==> config.mk <==
export PLATFORM = sky130hd
export DESIGN_NAME = button_gesture_decoder
export DESIGN_NICKNAME = d
export VERILOG_FILES = /design/src/rtl/button_gesture_decoder.sv
export SDC_FILE = /design/constraint.sdc
export NUM_CORES = 1
export LEC_CHECK = 0
export BUFFER_PORTS_ARGS = -buffer_cell sky130_fd_sc_hd__buf_2
export CAP_MARGIN = 20
export CORE_UTILIZATION = 58
export CTS_CLUSTER_DIAMETER = 100
export DETAILED_ROUTE_END_ITERATION = 10
export PLACE_DENSITY = 0.77
export SYNTH_ARGS = -nofsm -noshare
export SYNTH_HDL_FRONTEND = slang
export SYNTH_SLANG_ARGS = --single-unit
==> constraint.sdc <==
create_clock -name clk -period 2.7 [get_ports clk]
set_clock_uncertainty 0.05 [all_clocks]
set_input_delay 0.135 -clock clk [delete_from_list [all_inputs] [get_ports clk]]
set_output_delay 0.135 -clock clk [all_outputs]
set_load 0.1 [all_outputs]
==> src/rtl/button_gesture_decoder.sv <==
// Classifies debounced push-button activity into single-cycle gesture pulses:
// short press, double click, long press and auto-repeat while held.
module button_gesture_decoder #(
  parameter int CNT_W        = 16,
  parameter int LONG_TICKS   = 40000,
  parameter int DCLICK_TICKS = 20000,
  parameter int REPEAT_TICKS = 10000
) (
  input  logic clk,
  input  logic rst,
  input  logic btn_state,
  input  logic btn_down,
  input  logic btn_up,
  output logic short_press,
  output logic double_click,
  output logic long_press,
  output logic repeat_tick,
  output logic busy
);

  typedef enum logic [2:0] {
    IDLE,
    PRESS1,
    WAIT2,
    PRESS2,
    HELD
  } state_t;

  localparam logic [CNT_W-1:0] LONG_LAST   = CNT_W'(LONG_TICKS - 1);
  localparam logic [CNT_W-1:0] DCLICK_LAST = CNT_W'(DCLICK_TICKS - 1);
  localparam logic [CNT_W-1:0] REPEAT_LAST = CNT_W'(REPEAT_TICKS - 1);
  localparam logic [CNT_W-1:0] CNT_MAX     = '1;

  state_t           state;
  logic [CNT_W-1:0] cnt;
  logic             down_v;
  logic             release_v;

  // Simultaneous press and release pulses cancel each other out.
  always_comb begin
    down_v    = btn_down & ~btn_up;
    release_v = (btn_up & ~btn_down) | ~btn_state;
  end

  // NOTE: all state and outputs use non-blocking assignments so every
  // register samples the same pre-edge values regardless of statement order.
  always_ff @(posedge clk or posedge rst) begin
    if (rst) begin
      state        <= IDLE;
      cnt          <= '0;
      short_press  <= 1'b0;
      double_click <= 1'b0;
      long_press   <= 1'b0;
      repeat_tick  <= 1'b0;
      busy         <= 1'b0;
    end else begin
      short_press  <= 1'b0;
      double_click <= 1'b0;
      long_press   <= 1'b0;
      repeat_tick  <= 1'b0;
      cnt          <= (cnt == CNT_MAX) ? cnt : cnt + 1'b1;

      // Every transition clears the counter and updates busy from the next state.
      case (state)
        IDLE: begin
          if (down_v) begin
            state <= PRESS1;
            cnt   <= '0;
            busy  <= 1'b1;
          end
        end

        PRESS1: begin
          if (release_v) begin
            state <= WAIT2;
            cnt   <= '0;
          end else if (cnt == LONG_LAST) begin
            long_press <= 1'b1;
            state      <= HELD;
            cnt        <= '0;
          end
        end

        WAIT2: begin
          if (cnt == DCLICK_LAST) begin
            short_press <= 1'b1;
            cnt         <= '0;
            if (down_v) begin
              state <= PRESS1;
            end else begin
              state <= IDLE;
              busy  <= 1'b0;
            end
          end else if (down_v) begin
            state <= PRESS2;
            cnt   <= '0;
          end
        end

        PRESS2: begin
          if (release_v) begin
            double_click <= 1'b1;
            state        <= IDLE;
            cnt          <= '0;
            busy         <= 1'b0;
          end else if (cnt == LONG_LAST) begin
            long_press <= 1'b1;
            state      <= HELD;
            cnt        <= '0;
          end
        end

        HELD: begin
          if (release_v) begin
            state <= IDLE;
            cnt   <= '0;
            busy  <= 1'b0;
          end else if (cnt == REPEAT_LAST) begin
            repeat_tick <= 1'b1;
            cnt         <= '0;
          end
        end

        default: begin
          state <= IDLE;
          cnt   <= '0;
          busy  <= 1'b0;
        end
      endcase
    end
  end

endmodule

## After elaboration in Yosys (flattened, before gate mapping)

Index checks and enable logic that the tools add are counted.

- Add/subtract/negate cells: 1
- Muxes and demuxes: 32
- Reduce and logical (&&, ||, !) cells: 5
- Eq/ne operators: 14
- Bitwise gates (word level): 7

Operators by type and width:

| kind | number |
|---|---|
| two-way mux 16 bit | 7 |
| case mux 16 bit (4 select lines) | 1 |
| equality test 16 bit, second input constant | 2 |
| two-way mux 3 bit | 7 |
| adder 16 x 1 -> 16 bit, second input constant | 1 |
| equality test 16 x 14 -> 1 bit, second input constant | 1 |
| equality test 16 x 15 -> 1 bit, second input constant | 1 |
| two-way mux 1 bit | 15 |
| case mux 3 bit (5 select lines) | 1 |
| != test 2 bit, second input constant | 4 |
| equality test 3 x 2 -> 1 bit, second input constant | 2 |
| AND reduction 5 bit | 1 |
| inverter 1 bit | 4 |
| case mux 1 bit (4 select lines) | 1 |
| OR reduction 2 bit | 2 |
| equality test 3 x 1 -> 1 bit, second input constant | 1 |
| equality test 3 bit, second input constant | 1 |
| zero test 3 bit | 1 |
| != test 3 bit, second input constant | 1 |
| AND reduction 3 bit | 1 |
| AND 1 bit | 2 |
| != test 2 x 1 -> 1 bit, second input constant | 1 |
| bitwise OR 1 bit | 1 |

- Output and inout port bits: 5
- Flip-flop bits (word level): 24

## Depth between registers and ports, before layout

- Word-level depth: 5
- Depth in mapped cells: 7

## Worst setup path before layout

OpenSTA, ideal clock, no wires.

- Path type: flip-flop to flip-flop
- From: register cnt[12]
- To: register cnt[14]
- Slack: 0.487 ns
- Buffers on the path: 1
- Arrival: 2.042 ns
- Library setup time: 0.121 ns
- Cell stages (with the launch flop): 6
- Period minus slack after synthesis: 2.213 ns
- Cell sequence: dfrtp_1 > or4_1 > or3_1 > a221oi_4 > buf_8 > nor2_2

- Word-level cells in the longest chain between the ends: 5
- Elaborated cells on any way between the ends: 13
- Classes of those cells: 1 x add/sub; 4 x eq/ne; 8 x mux

Ends and longest elaborated chain:

| element | RTL line | source |
|---|---|---|
| start, declared | 35 | `logic [CNT_W-1:0] cnt;` |
| start signal, assigned | 61 | `cnt <= (cnt == CNT_MAX) ? cnt : cnt + 1'b1;` |
| adder 16 x 1 -> 16 bit / equality test 16 bit (equally long branches) | 61 |  |
| two-way mux 16 bit | 61 |  |
| two-way mux 16 bit (on tied branches) | -- |  |
| two-way mux 16 bit (on tied branches) | 114, 101, 85 |  |
| case mux 16 bit (4 select lines) * | 64 | `case (state)` |

Mark *: on every way between the ends. The rest lies on a longest branch, timed or not.
A chain may end at the register's enable or synchronous reset.

## Worst setup path after layout

- From: register cnt[12]
- To: register cnt[2]

- Word-level cells in the longest chain between the ends: 5
- Elaborated cells on any way between the ends: 12
- Classes of those cells: 4 x eq/ne; 8 x mux

Ends and longest elaborated chain:

| element | RTL line |
|---|---|
| equality test 16 bit | 61 |
| two-way mux 16 bit | 61 |
| two-way mux 16 bit (on tied branches) | -- |
| two-way mux 16 bit (on tied branches) | 114, 101, 85 |
| case mux 16 bit (4 select lines) * | 64 |

Marked as above.

==> Implementation_results.wiki <==
{| class="wikitable"
! Metric !! Value
|-
| Clk_lat worst skew || 0.32 ns
|-
| Root buffer selected by CTS || clkbuf_4
|-
| Global-route wire length before repair || between 4000 and 5000 microns
|-
| Maximum number of pins on one net before global-route repair || 25
|-
| Wire length per cell after detailed routing || 14.6 microns
|-
| Number of optimization iterations in the first detailed-route pass || 5
|-
| Count of endpoints failing hold in the final timing report || 0
|-
| Sink count of the clock tree || 24
|-
| Number of vias per cell after detailed routing || 6.19
|-
| Relative contribution of the clock network to total power || 31.2%
|-
| Dominant cell by count in the synthesized netlist || dfrtp_1
|-
| Relative max-transition margin || 40.3%
|-
| Area grow syn2layout || 10.5%
|-
| Area of the placeable core || 2040 sq um
|-
| Number of placed I/O pins || 10
|-
| H-tree lvl count || 1
|-
| Top_reg_cell synth || dfrtp_1
|-
| Number of instances in the synthesized netlist || 139
|-
| Max-slew violation count || 0
|-
| Yosys warning count || 0
|-
| Number of diodes || 0
|-
| Number of buffers created by CTS || 3
|-
| # resized after CTS || 0
|-
| Total length of routed wires || 2630 microns
|-
| Pwr dens || 575 nW/um^2
|-
| Fraction of layout instances using a drive strength above 1 || 19.0%
|-
| Net switching power || between 0.2 and 0.25 mW
|-
| Fmax || 425 MHz
|-
| Cell type contributing the most total cell area after synthesis || dfrtp_1
|-
| Most numerous cell types in the synthesized netlist || dfrtp_1 (24), nor2_1 (15), nand2_1 (14)
|-
| DIE AREA || around 2500 sq um
|-
| Top cell type's share of synthesized area || 45.7%
|-
| Cell internal pwr || just under 0.6 mW
|-
| Final worst path period share || 87.1%
|-
| Placement Rows || 16
|-
| Endpoint arrival time on the critical path || 2.52 ns
|-
| Initial standard-cell utilization of the core || 64.3%
|-
| Source of the worst register-to-register timing path || cnt[12]
|-
| Final-report setup violation count || 0
|-
| Max incr delay on CP || just under 0.6 ns
|-
| Worst Hold Class || in -> reg
|-
| Library cells used by synthesis || 35
|-
| CTS clk-pin slew, worst paths || 0.14 ns
|-
| TritonCTS clock tree || done
|-
| Pleak || 0.599 nW
|-
| RePlAce Congestion || 0.838
|-
| Sequential area share after synthesis || 45.7%
|-
| Fin crit period || 2.35 ns
|-
| Cell types occupying the most area after synthesis || dfrtp_1 (46%), xnor2_1 (5.3%), nor2_2 (4.8%)
|-
| Actual slew at the worst max-slew pin || between 0.8 and 0.9 ns
|-
| Mean instance size in the synthesized netlist || 9.45 sq um
|-
| Sequential share of power || 50.6%
|-
| Critical path data required time || roughly 2.9 ns
|-
| Residual overflow from global routing || 0
|-
| Final setup TNS || 0 ns
|-
| Die Width || 49.6 microns
|-
| DP HPWL || between 1500 and 2000 microns
|-
| Chain of cells forming the critical path || or4_1 -> nor4_2 -> a21oi_1 -> a221oi_4 -> buf_4 -> nor3_1
|-
| Via count of the first global-routing pass || roughly 1000
|-
| GRT Total Usage || 24.2%
|-
| Run status || completed
|-
| Core utilization of the finished layout || 71.1%
|-
| Syn Nets || 145
|-
| Seq cells post-synth || 24
|-
| Count of max-cap constraint violations || 0
|-
| ANT nets after route || 0
|-
| Maximum vdd ir drop || between 500 and 600 uV
|-
| Startpoint of the most critical hold path || btn_state
|-
| CP Max Fanout || 16
|-
| Switching power share of the total || 29.9%
|-
| Vertical die dimension || between 40 and 50 microns
|-
| Initial antenna violation count || 0
|-
| Synthesized area || 1310 sq um
|-
| Final nets || 160
|-
| Count of flip-flops with a built-in enable after synthesis || 0
|-
| Worst setup path start || cnt[12]
|-
| Via count of the routed design || 1114
|-
| Element type at the critical path start || register
|-
| Comb power frac || 18.2%
|-
| Post-route DRC violation count || 0
|-
| Input/output buffers || 9
|-
| Sort of element at the end of the critical path || register
|-
| Unrepaired setup endpoints after global routing || no
|-
| Maximum buffer depth of the clock tree || 2
|-
| Setup CP Type || reg -> reg
|-
| Critical path's slowest cell || or4_1
|-
| First DRT Iteration DRCs || 35
|-
| Fill cells || 164
|-
| Share of flip-flops with an asynchronous set or reset || 100%
|}
==> cell usage in the layout, fill, tap and decap left out, types with 2 or more instances in the layout <==
cell / count
dfrtp_1: 24
nor2_1: 15
nand2_1: 14
nor2_2: 10
buf_2: 9
nor3_1: 8
xnor2_1: 8
nand3_1: 6
nand4_1: 5
nor4_1: 4
o21ai_0: 4
a21oi_1: 4
and3_1: 3
or4_1: 3
nand2b_1: 3
xor2_1: 3
clkbuf_4: 3
inv_1: 2
or3_1: 2
or2_2: 2
a31oi_1: 2
nand3b_1: 2
buf_4: 2
==> layer usage <==
| metal | up-vias | GRT usage [%] | wire length (microns) |
|---|---|---|---|
| met2 | 56 | 40.1 | 1300 |
| li1 | 524 | - | - |
| met4 | 0 | 12.4 | 88 |
| met5 | - | 0 | 0 |
| met1 | 519 | 30.8 | 1070 |
| met3 | 15 | 3.09 | 176 |
==> kinds of logic after synthesis <==
family,Yosys count,share of synthesized area [%]
muxes,1,0.762
and+or+nand+nor,82,34.0
AOI/OAI and AO/OA,16,9.24
buffers and inverters,4,2.00
xor gates and xnor gates,11,7.33
adders and majority gates,1,0.952
DFF,24,45.7
==> power by group through the flow <==
stage | clock (mW) | sequential (mW) | combinational, mW
3_3_place_gp | 0 | 0.427 | 0.150
6_report | 0.261 | 0.423 | 0.152
4_1_cts | 0.264 | 0.422 | 0.154
3_5_place_dp | 0 | 0.429 | 0.152
5_1_grt | 0.279 | 0.427 | 0.167
2_1_floorplan | 0 | 0.464 | 0.0868
==> registers in the layout (all words and copies together) (netlist names) <==
signal and cells:
state 3, double_click 1, cnt 16, repeat_tick 1
busy 1, short_press 1, long_press 1
==> what timing repair did <==
item	CTS	global route
setup buffers	0	0
endpoints found under the hold margin	24	0
setup endpoints to repair	0	0
hold buffers	1	0
==> final timing paths <==
| path | slack, ns | endpoint | depth (start not counted) |
|---|---|---|---|
| setup / recovery | 0.35 | cnt[2] | 6 |
| hold / removal | 0.08 | long_press | 3 |
| setup reg to reg | 0.35 | cnt[2] | 6 |
| hold reg to reg | 0.50 | state[0] | 1 |
| max in group asynchronous | 1.57 | cnt[9] | 3 |
| min in group asynchronous | 0.49 | state[0] | 3 |
==> worst max-delay path, delay by kind of cell, from the launching register on <==
kind | cells | cell delay, ns
AO/OA/AOI/OAI | 2 | 0.36
buffers and inverters | 1 | 0.28
AND/OR/NAND/NOR | 3 | 1.10
flip-flops | 1 | 0.46
==> cell type report <==
cell class	instances	area, sq um	share of cell area [%]
clock buffer	3	22.5	1.55
clock inverter	1	30.0	2.07
inverter	2	7.51	0.517
multi-input combinational	111	687	47.3
sequential	24	601	41.4
tap	27	33.8	2.33
timing repair buffer	12	70.1	4.83
==> metrics by stage <==
stage               cell area (sq um)  setup slack [ns]  power (mW)  std cells  hold slack [ns]
floorplan                        1310             0.487       0.551        139           0.0996
global placement                 1390             0.440       0.577        175            0.314
detailed placement               1390             0.341       0.581        175            0.337
CTS                              1450             0.345       0.840        180           0.0787
global route                     1450             0.204       0.873        180            0.102
finish                           1450             0.347       0.835        180           0.0812
(Power assumes the default switching activity.)
